$ cat src/rtl/temporizador_bcd.sv
// -----------------------------------------------------------------------------
// temporizador_bcd
//   Countdown timer for the VGA display stage. It holds an HH:MM:SS value as
//   packed BCD and decrements it once per second while running. When the count
//   reaches 00:00:00 it raises a latched alarm. An internal prescaler derives
//   the one-second tick from CLK. All outputs are registered, so they stay
//   stable between ticks.
//
// Parameters
//   CLK_HZ     CLK cycles per second (>= 2). The prescaler wraps at CLK_HZ-1.
//
// Ports
//   CLK        in   1  system clock
//   RST        in   1  asynchronous active-low reset
//   LOAD       in   1  pulse: load HORA_IN/MIN_IN/SEG_IN (IDLE/PAUSE only)
//   HORA_IN    in   8  BCD hours   00-23
//   MIN_IN     in   8  BCD minutes 00-59
//   SEG_IN     in   8  BCD seconds 00-59
//   START      in   1  pulse: begin/resume counting
//   STOP       in   1  pulse: pause counting
//   ALARM_ACK  in   1  pulse: clear alarm
//   HORAT      out  8  BCD hours remaining
//   MINT       out  8  BCD minutes remaining
//   SEGT       out  8  BCD seconds remaining
//   ALARMA     out  1  high from expiry until acknowledged
//   RUNNING    out  1  high while counting
//   LOAD_ERR   out  1  one-cycle pulse on a rejected LOAD
// -----------------------------------------------------------------------------
module temporizador_bcd #(
  parameter int CLK_HZ = 100_000_000
) (
  input  logic       CLK,
  input  logic       RST,
  input  logic       LOAD,
  input  logic [7:0] HORA_IN,
  input  logic [7:0] MIN_IN,
  input  logic [7:0] SEG_IN,
  input  logic       START,
  input  logic       STOP,
  input  logic       ALARM_ACK,
  output logic [7:0] HORAT,
  output logic [7:0] MINT,
  output logic [7:0] SEGT,
  output logic       ALARMA,
  output logic       RUNNING,
  output logic       LOAD_ERR
);

  localparam int              PW   = $clog2(CLK_HZ);
  localparam logic [PW-1:0]   TERM = PW'(CLK_HZ - 1);

  typedef enum logic [1:0] {
    S_IDLE  = 2'd0,
    S_RUN   = 2'd1,
    S_PAUSE = 2'd2,
    S_ALARM = 2'd3
  } state_t;

  state_t        state, state_n;
  logic [23:0]   cnt, cnt_n;        // {hours, minutes, seconds}
  logic [PW-1:0] presc, presc_n;
  logic          load_err_n;
  logic          tick;
  logic          cnt_zero;
  logic [23:0]   cnt_dec;
  logic          load_ok;

  // Decrements a 00-59 BCD field. Bit 8 flags a borrow (00 -> 59).
  function automatic logic [8:0] dec_60(input logic [7:0] v);
    logic [3:0] tens, ones;
    logic       borrow;
    tens   = v[7:4];
    ones   = v[3:0];
    borrow = 1'b0;
    if (ones != 4'd0) begin
      ones = ones - 4'd1;
    end else begin
      ones = 4'd9;
      if (tens != 4'd0) begin
        tens = tens - 4'd1;
      end else begin
        tens   = 4'd5;
        borrow = 1'b1;
      end
    end
    return {borrow, tens, ones};
  endfunction

  // Decrements the hours field. It is only reached with a non-zero count, so
  // hours are never decremented below 00.
  function automatic logic [7:0] dec_hr(input logic [7:0] v);
    logic [3:0] tens, ones;
    tens = v[7:4];
    ones = v[3:0];
    if (ones != 4'd0) begin
      ones = ones - 4'd1;
    end else begin
      ones = 4'd9;
      tens = tens - 4'd1;
    end
    return {tens, ones};
  endfunction

  // Subtracts one second from HH:MM:SS, carrying the borrow from seconds
  // through minutes into hours.
  function automatic logic [23:0] dec_time(input logic [23:0] t);
    logic [8:0] s_r, m_r;
    logic [7:0] h;
    logic [7:0] m;
    h   = t[23:16];
    m   = t[15:8];
    s_r = dec_60(t[7:0]);
    m_r = s_r[8] ? dec_60(m) : {1'b0, m};
    if (m_r[8]) h = dec_hr(h);
    return {h, m_r[7:0], s_r[7:0]};
  endfunction

  function automatic logic valid_bcd(input logic [7:0] h, input logic [7:0] m,
                                     input logic [7:0] s);
    return (h[3:0] <= 4'd9) && (h <= 8'h23) &&
           (m[3:0] <= 4'd9) && (m[7:4] <= 4'd5) &&
           (s[3:0] <= 4'd9) && (s[7:4] <= 4'd5);
  endfunction

  assign tick     = (presc == TERM);
  assign cnt_zero = (cnt == 24'h00_00_00);
  assign cnt_dec  = dec_time(cnt);
  assign load_ok  = valid_bcd(HORA_IN, MIN_IN, SEG_IN);

  // NOTE: every signal driven here gets a default before the case. Otherwise
  // an incomplete branch would infer a latch.
  always_comb begin
    state_n    = state;
    cnt_n      = cnt;
    presc_n    = presc;
    load_err_n = 1'b0;

    case (state)
      S_IDLE, S_PAUSE: begin
        // STOP outranks START and LOAD, but there is nothing to stop here.
        if (!STOP) begin
          if (START) begin
            if (!cnt_zero) begin
              state_n = S_RUN;
              // A fresh run starts a full second. A resume keeps the
              // partial second that was already counted.
              if (state == S_IDLE) presc_n = '0;
            end
          end else if (LOAD) begin
            if (load_ok) cnt_n      = {HORA_IN, MIN_IN, SEG_IN};
            else         load_err_n = 1'b1;
          end
        end
      end

      S_RUN: begin
        if (STOP) begin
          // Pause: the prescaler holds and any tick in this cycle is dropped.
          state_n = S_PAUSE;
        end else begin
          presc_n = tick ? '0 : presc + 1'b1;
          if (tick && !cnt_zero) begin
            cnt_n = cnt_dec;
            if (cnt_dec == 24'h00_00_00) state_n = S_ALARM;
          end
        end
      end

      S_ALARM: begin
        if (ALARM_ACK) state_n = S_IDLE;
      end

      default: state_n = S_IDLE;
    endcase
  end

  // NOTE: sequential state uses non-blocking assignments, so every flop
  // samples the values from before the edge regardless of statement order.
  always_ff @(posedge CLK or negedge RST) begin
    if (!RST) begin
      state    <= S_IDLE;
      cnt      <= '0;
      presc    <= '0;
      ALARMA   <= 1'b0;
      RUNNING  <= 1'b0;
      LOAD_ERR <= 1'b0;
    end else begin
      state    <= state_n;
      cnt      <= cnt_n;
      presc    <= presc_n;
      // Flags are registered from the next state, so they change on the same
      // edge as the state and the count.
      ALARMA   <= (state_n == S_ALARM);
      RUNNING  <= (state_n == S_RUN);
      LOAD_ERR <= load_err_n;
    end
  end

  assign {HORAT, MINT, SEGT} = cnt;

endmodule
$ cat config.mk
export PLATFORM = sky130hd
export DESIGN_NAME = temporizador_bcd
export DESIGN_NICKNAME = d
export VERILOG_FILES = /design/src/rtl/temporizador_bcd.sv
export SDC_FILE = /design/constraint.sdc
export NUM_CORES = 1
export LEC_CHECK = 0
export CORE_MARGIN = 2
export CORE_UTILIZATION = 45
export DETAILED_ROUTE_END_ITERATION = 8
export PLACE_DENSITY_LB_ADDON = 0.15
export SYNTH_ARGS = -nofsm -noshare
export SYNTH_HDL_FRONTEND = slang
export SYNTH_SLANG_ARGS = --single-unit
$ cat constraint.sdc
create_clock -name CLK -period 3.1 [get_ports CLK]
set_clock_uncertainty 0.15 [all_clocks]
set_input_delay 0.62 -clock CLK [delete_from_list [all_inputs] [get_ports CLK]]
set_output_delay 0.62 -clock CLK [all_outputs]
set_load 0.1 [all_outputs]
==> summary.md <==
| Metric | Value |
|---|---|
| Worst r2r src | `cnt[17]` |
| Fmax achieved | `0.349 GHz` |
| Post-Route WL | `9760 um` |
| Worst vdd ir | `261 uV` |
| Synth unique cells | `52` |
| Port Buffers | `56` |
| Nets | `513` |
| Crit end category | `register` |
| Htree depth | `2` |
| DR pass1 iterations | `5` |
| N_diodes | `0` |
| Final setup violation count | `0` |
| Synth Area in XOR/XNOR | `0.0279` |
| Area leader, netlist | `dfrtp_1` |
| Fraction of the mapped netlist area in adder cells | `0.0109` |
| Critical path arrival | `2.94 ns` |
| Max cap viols | `0` |
| First-pass GRT wire length | `16000 um` |
| Final hold slack | `0.0964 ns` |
| Syn Nets | `449` |
| RSZ-0062 raised after global routing | `no` |
| Residual DRC | `0` |
| Fraction of layout cells with a size suffix above 1 | `0.150` |
| Max-slew violations | `0` |
| Min cycle time layout | `2.87 ns` |
| Post-DP HPWL | `6940 um` |
| Row cnt | `31` |
| RePlAce Congestion | `0.852` |
| Non-filler instance count after layout | `580` |
| Worst setup SP type | `register` |
| CTS clk-pin slew, worst paths | `0.10 ns` |
| CTS tree | `done` |
| DR vias | `3359` |
| Hold Path Class | `input pin to async pin` |
| Clk_lat worst skew | `0.32 ns` |
| Most common cell after layout, fill and taps aside | `dfrtp_1` |
| Flops & latches, synth | `56` |
| Via/cell ratio | `5.79` |
| I/O pins | `57` |
| Die ar. | `8380 um^2` |
| Status | `finished clean` |
| Final Hold Violating Endpoints | `0` |
| Largest net degree at the start of global routing | `43` |
| Mean Syn Cell Area | `8.29 um^2` |
| Main combinational cell family by area after synthesis | `simple AND/OR/NAND/NOR gates` |
| Reg2reg path depth | `6` |
| Simple-Gate Fraction of Synth Area | `0.272` |
| Crit Path Class | `register to register` |
| Drt wl/cell | `16.8 um` |
| Netlist Area Pre-Place | `3450 um^2` |
| Mux share of post-synthesis cell area | `0.0145` |
| Reg2reg setup slack | `0.23 ns` |
| Cell Pwr Density | `391 nW/um^2` |
| Final worst path period share | `0.926` |
| Core area | `7330 um^2` |
| Area Growth Syn to Fin | `22.5%` |
| Antenna-violating nets left | `0` |
| DR iter-0 viols | `218` |
| Longest Clk Path Bufs | `2` |
| Area contributors post-synth | `dfrtp_1 (41%), nor2_1 (5.9%), o21ai_0 (4.5%)` |
| Starting Density | `0.470` |
| Worst EP required | `3.17 ns` |
| Register area share after synthesis | `0.406` |
| CTS root buf | `clkbuf_8` |
| Die X | `91.5 um` |
| Synth Warn # | `0` |
| Leak | `1.73 nW` |
| CTS buffer count | `5` |
| Rel. slew slack | `0.522` |
| Worst-margin pin slew | `0.717 ns` |
| Die Y | `91.5 um` |
| Number of global-route vias before repair | `3205` |
| Most frequent cells in the layout | `dfrtp_1 (56), nor2_1 (54), buf_4 (50), nand2_1 (37), o21ai_0 (30)` |
| Aggregate global routing overflow | `0` |
| Yosys top cell area share | `0.406` |
| Post-CTS Setup Bufs | `0` |
| GRT Util Overall | `0.239` |
| Initial antenna violation count | `0` |
| Crit-path max FO | `23` |
| Compound-Gate Fraction of Synth Area | `0.221` |
| Reg2reg end | `cnt[20]` |
| Placed Cells incl. Taps | `571` |
| Clock sink count | `56` |
| Post-Syn Instances | `416` |
[worst max-delay path by stage]
stage                     from      end  slack (ns)  cells after the start
floorplan               cnt[0]   cnt[6]        0.26                      8
global placement    HORA_IN[7]  cnt[20]        0.02                      8
detailed placement  HORA_IN[7]  cnt[20]       -0.04                      8
CTS                    cnt[17]  cnt[16]       0.008                      5
global route           cnt[17]  cnt[17]        0.12                      6
finish                 cnt[17]  cnt[20]        0.23                      6
[routing by layer]
layer / vias to the layer above / GRT usage / share of wire
met1: 1593 / 0.316 / 0.44
li1: 1647 / - / -
met5: - / 0 / 0
met3: 12 / 0.0398 / 0.055
met2: 107 / 0.404 / 0.49
met4: 0 / 0.0644 / 0.014
[sequential cells by signal, indices dropped and copies added, names as in the netlist]
name / cells
ALARMA: 1
LOAD_ERR: 1
RUNNING: 1
cnt: 24
presc: 27
state: 2
[synth_stat cells, drive strengths merged]
master   instances
o21ai           58
dfrtp           56
nor2            54
nand2           37
a21oi           25
nor3            21
nand3           18
clkbuf          15
nor4            13
nand4           12
inv             11
o31ai            9
buf              8
xnor2            8
and3             7
o21a             7
o22ai            6
a31oi            5
and2             5
mux2i            5
and4             4
o41ai            4
ha               3
nor2b            3
xor2             3
nand2b           2
nand3b           2
o31a             2
a2111oi          1
a21boi           1
a22oi            1
a32oi            1
nand4b           1
nor3b            1
nor4b            1
o21bai           1
o22a             1
o2bb2ai          1
o32a             1
or2              1
or4              1
[final cells by class]
type | count | area (um^2)
well taps | 99 | 124
clock buffers | 5 | 68.8
multi-input cells | 327 | 1910
flip-flops and latches | 56 | 1400
clock inverters | 3 | 21.3
repair buffers | 79 | 661
fillers | 665 | 3110
inverters | 11 | 41.3
[repair_timing]
item,4_1_cts,5_1_grt
endpoints found under the hold margin,0,0
setup endpoints to repair,2,20
pin swaps,1,0
resized for setup,0,1
gates cloned,1,0
hold buffers,0,0
[logic make-up (layout without fill, tap and decap cells)]
family,after synthesis,in the layout
AO/OA/AOI/OAI,124,125
XOR/XNOR,11,11
adder cells (fa/ha/maj),3,3
buffers and inverters,34,98
flip-flops,56,56
multiplexers,5,5
AND/OR/NAND/NOR,183,183
[power by group]
| group | switching [mW] | total, mW | internal (mW) |
|---|---|---|---|
| Clock | 0.254 | 0.415 | 0.161 |
| Sequential | 0.0289 | 0.783 | 0.754 |
| Combinational | 0.301 | 0.455 | 0.154 |
[critical path: stages (launching register included)]
cell     delay [ns]
dfrtp_1        0.39
nor4_1         0.53
nand4_2        0.20
or4_4          0.52
a31oi_4        0.64
o21ai_0        0.20
o21a_1         0.14
[per-stage QoR]
step / area, um^2 / utilization / setup slack, ns / power, mW / TNS (ns)
final: 4230 / 0.576 / 0.231 / 1.65 / 0
after global routing: 4230 / 0.576 / 0.121 / 1.74 / 0
after CTS: 4220 / 0.575 / 0.00808 / 1.67 / 0
after detailed placement: 4110 / 0.561 / -0.0387 / 1.25 / -0.0789
after global placement: 4110 / 0.561 / 0.0197 / 1.24 / 0
after floorplan: 3450 / - / 0.257 / 1.09 / 0
(Power assumes the default switching activity.)
